### src/rtl/serial_adder.sv
// Bit-serial adder: one full_adder cell plus a registered carry, LSB first, WIDTH cycles per result.
// Optional subtract mode is enabled with `define SERIAL_ADDER_SUB_EN (adds the `sub` input).

module full_adder (
    input  logic a,
    input  logic b,
    input  logic cin,
    output logic sum,
    output logic cout
);

    assign sum  = a ^ b ^ cin;
    assign cout = (a & b) | (a & cin) | (b & cin);

endmodule

// state | meaning
// IDLE  | waiting for start
// RUN   | one operand bit processed per edge, LSB first
// DONE  | result valid, done pulse; start here chains the next operation
module serial_adder #(
    parameter int WIDTH = 8
) (
    input  logic             clk,
    input  logic             rst_n,
    input  logic             start,
    input  logic [WIDTH-1:0] a,
    input  logic [WIDTH-1:0] b,
    input  logic             cin,
`ifdef SERIAL_ADDER_SUB_EN
    input  logic             sub,
`endif
    output logic             busy,
    output logic             done,
    output logic [WIDTH-1:0] sum,
    output logic             cout
);

    localparam int CNT_W = $clog2(WIDTH + 1);

    typedef enum logic [1:0] {
        IDLE = 2'd0,
        RUN  = 2'd1,
        DONE = 2'd2
    } state_t;

    state_t state_q;
    state_t state_d;

    logic [WIDTH-1:0] a_sr_q;
    logic [WIDTH-1:0] b_sr_q;
    logic [WIDTH-1:0] work_q;
    logic             carry_q;
    logic [CNT_W-1:0] cnt_q;

    logic             accept;
    logic             last_bit;
    logic             fa_sum;
    logic             fa_cout;
    logic [WIDTH-1:0] b_load;
    logic             carry_load;

    full_adder u_full_adder (
        .a    (a_sr_q[0]),
        .b    (b_sr_q[0]),
        .cin  (carry_q),
        .sum  (fa_sum),
        .cout (fa_cout)
    );

    assign accept   = start && ((state_q == IDLE) || (state_q == DONE));
    assign last_bit = (state_q == RUN) && (cnt_q == CNT_W'(WIDTH - 1));

    // Subtraction is a + ~b + 1, so only the B load and the initial carry differ.
`ifdef SERIAL_ADDER_SUB_EN
    assign b_load     = sub ? ~b : b;
    assign carry_load = sub ? 1'b1 : cin;
`else
    assign b_load     = b;
    assign carry_load = cin;
`endif

    always_ff @(posedge clk or negedge rst_n) begin
        if (!rst_n) begin
            state_q <= IDLE;
        end else begin
            state_q <= state_d;
        end
    end

    always_comb begin
        state_d = state_q;
        case (state_q)
            IDLE: begin
                if (start) begin
                    state_d = RUN;
                end
            end
            RUN: begin
                if (last_bit) begin
                    state_d = DONE;
                end
            end
            DONE: begin
                state_d = start ? RUN : IDLE;
            end
            default: begin
                state_d = IDLE;
            end
        endcase
    end

    always_comb begin
        busy = 1'b0;
        done = 1'b0;
        case (state_q)
            RUN:     busy = 1'b1;
            DONE:    done = 1'b1;
            default: begin
                busy = 1'b0;
                done = 1'b0;
            end
        endcase
    end

    always_ff @(posedge clk or negedge rst_n) begin
        if (!rst_n) begin
            a_sr_q  <= '0;
            b_sr_q  <= '0;
            work_q  <= '0;
            carry_q <= 1'b0;
            cnt_q   <= '0;
        end else if (accept) begin
            a_sr_q  <= a;
            b_sr_q  <= b_load;
            carry_q <= carry_load;
            cnt_q   <= '0;
        end else if (state_q == RUN) begin
            a_sr_q  <= a_sr_q >> 1;
            b_sr_q  <= b_sr_q >> 1;
            work_q  <= {fa_sum, work_q[WIDTH-1:1]};
            carry_q <= fa_cout;
            cnt_q   <= cnt_q + CNT_W'(1);
        end
    end

    // Result registers hold the previous answer for the whole of RUN.
    always_ff @(posedge clk or negedge rst_n) begin
        if (!rst_n) begin
            sum  <= '0;
            cout <= 1'b0;
        end else if (last_bit) begin
            sum  <= {fa_sum, work_q[WIDTH-1:1]};
            cout <= fa_cout;
        end
    end

endmodule
### config.mk
export PLATFORM = sky130hd
export DESIGN_NAME = serial_adder
export DESIGN_NICKNAME = d
export VERILOG_FILES = /design/src/rtl/serial_adder.sv
export SDC_FILE = /design/constraint.sdc
export NUM_CORES = 1
export LEC_CHECK = 0
export CAP_MARGIN = 20
export CORE_MARGIN = 2
export CORE_UTILIZATION = 40
export DETAILED_ROUTE_END_ITERATION = 8
export PLACE_DENSITY = 0.66
export SYNTH_ARGS = -nofsm -noshare
export SYNTH_HDL_FRONTEND = slang
export SYNTH_SLANG_ARGS = --single-unit
### constraint.sdc
create_clock -name clk -period 1.5 [get_ports clk]
set_input_delay 0.3 -clock clk [delete_from_list [all_inputs] [get_ports clk]]
set_output_delay 0.3 -clock clk [all_outputs]
set_load 0.01 [all_outputs]
==> impl_metrics.csv <==
group,metric,value,unit
synth,synth.avg_cell_area,10.1,um2
routing,drtAntennaViolNets,0,
finish,final_core_util,0.576,
timing,setup_violations,0,
finish,regArea,976,um2
setup_path,setup.worst_path.start_class,"flip-flop",
pwr,vdd_ir_drop_max,0.000739,V
grt,grt.total_usage,0.178,
timing,fmax,690,MHz
timing,finalHoldViolCount,0,
finish,finalNetCount,229,
timing,fin_skew,0.00750,ns
hold_path,hold_path.class,"in2async",
routing,dr.first_iter.drc_count,76,
floorplanning,io_pins,31,
finish,drive_above_1_share,0.178,
timing,rsz0062_at_grt,"false",
finish,layout_common_cells,"nand2_1, dfrtp_1, clkdlybuf4s50_1",
pwr,power_leakage,0.00116,uW
finish,fillCellCount,320,
routing,drt_wl_total,3.60,mm
pwr,fin_total_pwr,4630,uW
routing,viasPerCell,4.98,
timing,finalWorstPathRequiredPeriod,1.45,ns
floorplanning,core_area,0.00397,mm2
floorplanning,start_util,0.414,
grt,antenna_found_initial,0,
synth,synth.distinct_cells,21,
grt,grt_max_degree,40,
status,status,"complete, no violations",
setup_path,worst-r2r-cell-count,6,
grt,grt_pass1_wl,5.99,mm
timing,relSlewSlack,0.677,
synth,synth_top_area_share,0.594,
routing,dr.pass1.iters,4,
floorplanning,rows,23,
setup_path,crit_fanout,5,
grt,overflow,0,
place,gp_congestion,0.755,
floorplanning,design.die.area,0.00464,mm2
synth,async_flop_share,1.00,
floorplanning,die_x,68.1,um
finish,final_common_cell,"nand2_1",
routing,wire_per_inst,13.9,um
synth,ys.flop_type,"dfrtp_1",
floorplanning,die_h,68.1,um
setup_path,regToRegSetupSlack,0.05,ns
synth,synth_nets,185,
synth,syn-instance-count,163,
pwr,p_per_area,2030,mW/mm2
timing,worstMarginPinSlew,0.485,ns
clocking,path_clk_slew,0.07,ns
routing,drc,0,
clocking,postCtsHoldBufs,0,
finish,multi_input_area,682,um2
setup_path,crit_arrival,1.63,ns
clocking,numClockSinks,39,
place,portBuffers,30,
clocking,cts-root-buf,"clkbuf_8",
grt,grt_pass1_vias,1310,
clocking,cts_tree,"built",
synth,netlist_area,0.00164,mm2
clocking,cts-htree-levels,2,
timing,drv_slew,0,
finish,n_antenna_cell,0,
setup_path,worst_setup_path_end_kind,"flip-flop",
finish,area_delta_synth_final,39.1,%
clocking,cts_buffers,5,
synth,yosysWarningCount,0,
timing,fin_crit_sh,0.966,
setup_path,cp.required,1.68,ns
synth,netlist_top_cells_area,"dfrtp_1, nand2_1, mux2_2",
routing,vias,1286,
setup_path,path_class,"reg2reg",
clocking,cts_buffer_depth,2,
synth,ys_seq_area_frac,0.594,
synth,synth_top_area_cell,"dfrtp_1",
setup_path,worstReg2RegStart,"cnt_q[0]$_DFFE_PN0P_",
clocking,clkLatencyLatePin,0.29,ns
place,hpwl,2.36,mm
synth,ys_seq_elements,39,
setup_path,rr_endpoint,"sum[1]$_DFFE_PN0P_",
flow_run,max_cap_violations,0,
synth,synth_edf_count,0,
## routing by layer
| metal | routed length [um] | global-route usage | up-vias |
|---|---|---|---|
| met4 | 85 | 0.100 | 0 |
| met1 | 1600 | 0.216 | 622 |
| met3 | 131 | 0.0362 | 7 |
| li1 | - | - | 627 |
| met5 | 0 | 0 | - |
| met2 | 1780 | 0.295 | 30 |
## flip-flops by register name (all words and copies together), names as in the netlist
| name | count |
|---|---|
| work_q | 7 |
| carry_q | 1 |
| cout | 1 |
| state_q | 2 |
| sum | 8 |
| b_sr_q | 8 |
| a_sr_q | 8 |
| cnt_q | 4 |
## cells in the mapped netlist (all sizes together), types with 2 or more instances
| library cell | n |
|---|---|
| nor2 | 13 |
| clkbuf | 6 |
| buf | 3 |
| nand3 | 4 |
| a22oi | 3 |
| dfrtp | 39 |
| mux2i | 2 |
| a31oi | 12 |
| nand2b | 2 |
| nand2 | 58 |
| mux2 | 10 |
| nor2b | 2 |
| a21oi | 2 |
## through the flow
stage / worst slack, ns / setup TNS [ns] / std cells / hold slack, ns / instance area [um2]
5_1_grt: 0.000650 / 0 / 258 / 0.0981 / 2290
6_report: 0.0517 / 0 / 258 / 0.0572 / 2290
4_1_cts: 0.0000164 / 0 / 256 / 0.0658 / 2200
3_3_place_gp: 0.0256 / 0 / 245 / 0.372 / 2070
2_1_floorplan: 0.0523 / 0 / 163 / 0.00441 / 1640
3_5_place_dp: -0.0373 / -0.261 / 245 / 0.386 / 2070
## worst max-delay path by stage
stage	from	endpoint	depth (start not counted)
final	cnt_q[0]$_DFFE_PN0P_	sum[1]$_DFFE_PN0P_	6
after global routing	state_q[1]$_DFFE_PN0P_	busy	3
after CTS	sum[2]$_DFFE_PN0P_	sum[2]	1
after detailed placement	state_q[1]$_DFFE_PN0P_	sum[3]$_DFFE_PN0P_	5
after global placement	state_q[1]$_DFFE_PN0P_	sum[0]$_DFFE_PN0P_	5
after floorplan	state_q[1]$_DFFE_PN0P_	cout$_DFFE_PN0P_	4
## area by class of cell
class	count	share of cell area
sequential	39	0.427
multi-input combinational	114	0.298
timing repair buffer	46	0.211
clock buffer	7	0.0334
tap	50	0.0274
clock inverter	1	0.00219
inverter	1	0.00164
## logic make-up (layout without fill, tap and decap cells)
logic type / count (synthesis) / after routing / synth area share
muxes: 12 / 12 / 0.0807
DFF: 39 / 39 / 0.594
adders and majority gates: 2 / 2 / 0.0198
and+or+nand+nor: 81 / 81 / 0.203
buffers and inverters: 10 / 55 / 0.0289
xor gates and xnor gates: 1 / 1 / 0.00533
AOI/OAI and AO/OA: 18 / 18 / 0.0685
## critical path, cell delays in order (launching register included)
cell,delay [ns]
dfrtp_1,0.40
ha_4,0.17
nand2_4,0.05
nor3_4,0.16
buf_6,0.15
buf_16,0.12
mux2_4,0.29
## what timing repair did
action,in CTS,in global routing
pin swaps,1,0
setup endpoints to repair,13,17
resized for setup,9,20
gates cloned,1,0
buffers inserted,2,2
## report_power, final
part | switching (uW) | leakage, uW | internal (uW)
registers | 350 | 0.000487 | 1550
clock network | 346 | 0.0000422 | 326
logic | 984 | 0.000634 | 1080
total | 1680 | 0.00116 | 2950
No activity file was read; power rests on OpenSTA's default activity.
